--- config.mk ---
export PLATFORM = sky130hd
export DESIGN_NAME = ram_sdp_clr
export DESIGN_NICKNAME = d
export VERILOG_FILES = /design/src/rtl/ram_sdp_clr.sv
export SDC_FILE = /design/constraint.sdc
export NUM_CORES = 1
export LEC_CHECK = 0
export ABC_CLOCK_PERIOD_IN_PS = 2800
export CORE_ASPECT_RATIO = 1.75
export CORE_UTILIZATION = 61
export CTS_CLUSTER_SIZE = 10
export DETAILED_ROUTE_END_ITERATION = 6
export PLACE_DENSITY = 0.79
export SYNTH_ARGS = -nofsm -noshare
export SYNTH_HDL_FRONTEND = slang
export SYNTH_SLANG_ARGS = --single-unit
--- constraint.sdc ---
create_clock -name clk -period 2.8 [get_ports clk]
set_input_delay 0.28 -clock clk [delete_from_list [all_inputs] [get_ports clk]]
set_output_delay 0.28 -clock clk [all_outputs]
set_load 0.005 [all_outputs]
--- src/rtl/ram_sdp_clr.sv ---
// Simple dual-port RAM with per-byte write enables and a self-timed zeroing sweep.
// Optional macro RAM_BYPASS_EN: a same-cycle read and write to one address returns the merged new word.
module ram_sdp_clr #(
  parameter int D_WIDTH      = 16,
  parameter int A_WIDTH      = 5,
  parameter int READ_LATENCY = 1
) (
  input  logic                 clk,
  input  logic                 rst,
  input  logic [A_WIDTH-1:0]   address_write,
  input  logic [D_WIDTH-1:0]   data_write,
  input  logic                 write_enable,
  input  logic [D_WIDTH/8-1:0] byte_enable,
  input  logic [A_WIDTH-1:0]   address_read,
  input  logic                 read_enable,
  input  logic                 clear,
  output logic [D_WIDTH-1:0]   data_read,
  output logic                 read_valid,
  output logic                 busy
);

  localparam int NB    = D_WIDTH / 8;
  localparam int DEPTH = 2 ** A_WIDTH;
  localparam logic [A_WIDTH-1:0] LAST_ADDR = {A_WIDTH{1'b1}};

  typedef enum logic [0:0] {
    IDLE  = 1'b0,
    CLEAR = 1'b1
  } state_t;

  state_t             r_state;
  logic [A_WIDTH-1:0] r_ptr;
  logic               r_busy;
  logic [D_WIDTH-1:0] r_mem [DEPTH];
  logic [D_WIDTH-1:0] r_q1;
  logic               r_v1;

  logic               w_we;
  logic [A_WIDTH-1:0] w_waddr;
  logic [D_WIDTH-1:0] w_wdata;
  logic [NB-1:0]      w_be;
  logic               w_rd_acc;
  logic [D_WIDTH-1:0] w_old;
  logic [D_WIDTH-1:0] w_rd_word;

  // Sweep controller: reset parks it in CLEAR so the array is zeroed after every reset.
  always_ff @(posedge clk) begin
    if (rst) begin
      r_state <= CLEAR;
      r_ptr   <= '0;
      r_busy  <= 1'b1;
    end else begin
      case (r_state)
        IDLE: begin
          if (clear) begin
            r_state <= CLEAR;
            r_ptr   <= '0;
            r_busy  <= 1'b1;
          end
        end
        CLEAR: begin
          r_ptr <= r_ptr + A_WIDTH'(1);
          if (r_ptr == LAST_ADDR) begin
            r_state <= IDLE;
            r_busy  <= 1'b0;
          end
        end
        default: begin
          r_state <= CLEAR;
          r_ptr   <= '0;
          r_busy  <= 1'b1;
        end
      endcase
    end
  end

  // Write-port mux: the sweep owns the port while busy; a clear request drops a same-cycle write.
  always_comb begin
    w_we    = 1'b0;
    w_waddr = address_write;
    w_wdata = data_write;
    w_be    = byte_enable;
    if (rst) begin
      w_we = 1'b0;
    end else if (r_state == CLEAR) begin
      w_we    = 1'b1;
      w_waddr = r_ptr;
      w_wdata = '0;
      w_be    = '1;
    end else begin
      w_we = write_enable & ~clear;
    end
  end

  assign w_rd_acc = ~rst & (r_state == IDLE) & read_enable;
  assign w_old    = r_mem[address_read];

  // Read word selection, optionally forwarding bytes written in the same cycle.
  always_comb begin
    w_rd_word = w_old;
`ifdef RAM_BYPASS_EN
    if (w_we && (w_waddr == address_read)) begin
      for (int i = 0; i < NB; i++) begin
        w_rd_word[8*i +: 8] = w_be[i] ? w_wdata[8*i +: 8] : w_old[8*i +: 8];
      end
    end else begin
      w_rd_word = w_old;
    end
`endif
  end

  // Storage array; deliberately not reset, the sweep zeroes it instead.
  always_ff @(posedge clk) begin
    if (w_we) begin
      for (int i = 0; i < NB; i++) begin
        if (w_be[i]) begin
          r_mem[w_waddr][8*i +: 8] <= w_wdata[8*i +: 8];
        end
      end
    end
  end

  // First read stage; data holds when no read is accepted.
  always_ff @(posedge clk) begin
    if (rst) begin
      r_v1 <= 1'b0;
      r_q1 <= '0;
    end else begin
      r_v1 <= w_rd_acc;
      if (w_rd_acc) begin
        r_q1 <= w_rd_word;
      end
    end
  end

  generate
    if (READ_LATENCY == 2) begin : g_lat2
      logic [D_WIDTH-1:0] r_q2;
      logic               r_v2;
      // Extra output stage for the two-cycle read configuration.
      always_ff @(posedge clk) begin
        if (rst) begin
          r_v2 <= 1'b0;
          r_q2 <= '0;
        end else begin
          r_v2 <= r_v1;
          if (r_v1) begin
            r_q2 <= r_q1;
          end
        end
      end
      assign data_read  = r_q2;
      assign read_valid = r_v2;
    end else begin : g_lat1
      assign data_read  = r_q1;
      assign read_valid = r_v1;
    end
  endgenerate

  assign busy = r_busy;

endmodule

==> flow_summary.yaml <==
status:
  status: "finished, final reports clean"
placed_design:
  hpwl_um: 31670
  post_dp_cell_area_um2: 23060
  place_ws_ns: -0.1071
  gp_congestion: 0.8698
  dp_cells: 1830
  numPortBuffers: 50
logic_synthesis:
  yosysSeqAreaShare_pct: 74.42
  yosys.area_share.xor_xnor_pct: 0
  synth.net_count: 1299
  avgSynthCellArea_um2: 16.86
  synthSimpleGateAreaFrac_pct: 3.764
  synth_top_family_by_area: "multiplexers"
  ys_types: 33
  synth_compound_area_share_pct: 7.341
  synth_cells: 1264
  synth_fa_ha_area_share_pct: 0.1175
  synth_warnings: 0
  synthMuxAreaShare_pct: 12.22
  synth_area_um2: 21310
  ys_ff_latch: 536
global_route:
  grt_pass1_vias: 12102
  antenna_found_initial: 0
  grt_usage_pct: 28.31
  grt.overflow.total: 0
  grt_start_max_net_pins: 49
  grt_pass1_wl_um: 72550
clock_network:
  clk_pin_slew_ns: 0.06
  cts_tree: "yes"
  ctsHoldBuffers: 0
  cts_max_path_buffers: 3
  clock-sinks: 536
  clk_latency_ns: 0.60
  cts_root_buffer: "clkbuf_16"
  htree_levels: 2
  postCtsSetupBuffers: 0
  numCtsBuffers: 59
  ctsResizeCount: 0
timing:
  fmax_mhz: 423.9
  finalHoldViolCount: 0
  slew_headroom_pct: 14.10
  finClkSkew_ns: 0.02428
  tightest_slew_ns: 1.286
  setup_viol: 0
  maxSlewViolCount: 0
  post-route-period-util_pct: 84.26
  fin_ws_ns: 0.4407
  rsz0062_at_grt: "no"
  period_minus_slack_ns: 2.359
route:
  via_per_inst: 6.159
  vias: 11961
  drc_errors: 0
  initialDrtViolationCount: 997
  totalWireLength_um: 48610
  avgRoutedWirePerCell_um: 25.03
  drt_first_pass_iters: 6
  drtAntennaViolNets: 0
worst_hold_path:
  hp-class: "primary input to register"
  hold_start: "clear"
critical_path:
  crit_slowest_cell: "nor2_4"
  worst_setup_path_start_kind: "primary input"
  worstSetupPathType: "primary input to register"
  startpoint: "address_read[1]"
  r2r-start: "r_state"
  crit_top_cell: "buf_4"
  path_max_fanout: 40
  cp-end-kind: "register"
  max_stage_delay_ns: 0.58
  critical_path_arrival_ns: 2.82
  cp_data_required_time_ns: 3.26
  worstPathCellList: "clkdlybuf4s50_1, buf_4, nor2_4, buf_4, a22oi_1, a21oi_1, or4_1, a211oi_2"
die:
  core_um2: 34460
  die_area_um2: 35710
  chipHeight_um: 249.2
  io_pins: 51
  initial_core_util_pct: 61.83
  die_x_um: 143.3
  rows: 90
final_layout:
  nFillCells: 2152
  drive_gt1_share_pct: 14.78
  final_nets: 1466
  final_cell_count_no_fill: 1942
  layout_common_cells: "512 x edfxtp_1, 260 x mux2i_1, 128 x a22oi_1, 124 x buf_4, 90 x nor2_1"
  diodes: 0
  fin_area_um2: 24770
  syn_to_final_growth_pct: 16.27
  mostFrequentLayoutCell: "edfxtp_1"
pwr:
  ir_drop_mv: 0.5758
  power.density_nw_per_um2: 674.2
  p_leak_nw: 8.797
  p_total_mw: 16.70
job:
  max_cap_violations: 0
[layout make-up]
class	instances	area, µm²	area share, %
Clock inverter	3	30.03	0.1212
Tap cell	460	575.6	2.323
Inverter	1	3.754	0.01515
Timing Repair Buffer	182	1597	6.445
Sequential cell	536	15860	64.01
Clock buffer	109	1685	6.804
Multi-Input combinational cell	651	5025	20.28
[logic make-up (layout without fill, tap and decap cells)]
group	after synthesis	in the layout
AO/OA/AOI/OAI	223	223
multiplexers	260	260
buffers and inverters	77	295
flip-flops	536	536
adder cells (fa/ha/maj)	2	2
AND/OR/NAND/NOR	166	166
[flip-flops by register name (all words and copies together), names as in the netlist]
signal	count
data_read	16
r_state	1
busy	1
r_ptr	5
r_mem	512
read_valid	1
[worst paths after layout]
path	depth (start not counted)	slack (ns)	endpoint
max reg2reg	6	0.54	r_mem[20][11]
max	8	0.44	data_read[2]
min reg2reg	2	0.54	data_read[1]
min	4	0.53	r_ptr[1]
[Yosys cell counts, drive strengths merged]
cell | instances | area share (%)
a211oi | 16 | 0.94
a21oi | 72 | 1.7
a22oi | 128 | 4.5
a31oi | 1 | 0.029
a41oi | 1 | 0.041
and2 | 17 | 0.50
and3 | 1 | 0.029
buf | 37 | 1.4
clkbuf | 39 | 0.70
dfxtp | 24 | 2.3
edfxtp | 512 | 72
ha | 2 | 0.12
inv | 1 | 0.018
mux2i | 260 | 12
nand2 | 14 | 0.25
nand2b | 6 | 0.18
nand3 | 2 | 0.047
nand3b | 5 | 0.18
nor2 | 91 | 1.6
nor2b | 6 | 0.18
nor3 | 1 | 0.023
nor3b | 3 | 0.11
o21ai | 4 | 0.094
o31ai | 1 | 0.035
or2 | 3 | 0.088
or3 | 1 | 0.029
or4 | 16 | 0.56
[stage by stage]
stage / utilization, % / hold WS [ns] / setup TNS, ns
floorplan: - / 0.4905 / 0
global placement: 66.91 / 0.5051 / -0.1432
detailed placement: 66.91 / 0.5266 / -0.3748
CTS: 71.89 / 0.5350 / 0
global route: 71.89 / 0.5542 / 0
finish: 71.89 / 0.5332 / 0
[power by group]
group	switching [mW]	internal, mW
Sequential	0.0208	8.85
Clock	2.85	4.01
Combinational	0.621	0.343
Total	3.50	13.2
[layer usage]
metal	wire (µm)	track usage [%]	part of all wire, %	up-vias
li1	-	-	-	5325
met1	16570	31.89	34	5955
met2	26190	50.05	54	508
met3	2541	3.749	5.2	173
met4	3311	17.93	6.8	0
met5	0	0	0	-
[critical path: cells and delay by family]
family | cells | cell delay (ns)
AO/OA/AOI/OAI | 3 | 0.56
buffers and inverters | 3 | 1.19
AND/OR/NAND/NOR | 2 | 0.76
Note: power is estimated with default switching activity, not from simulation.
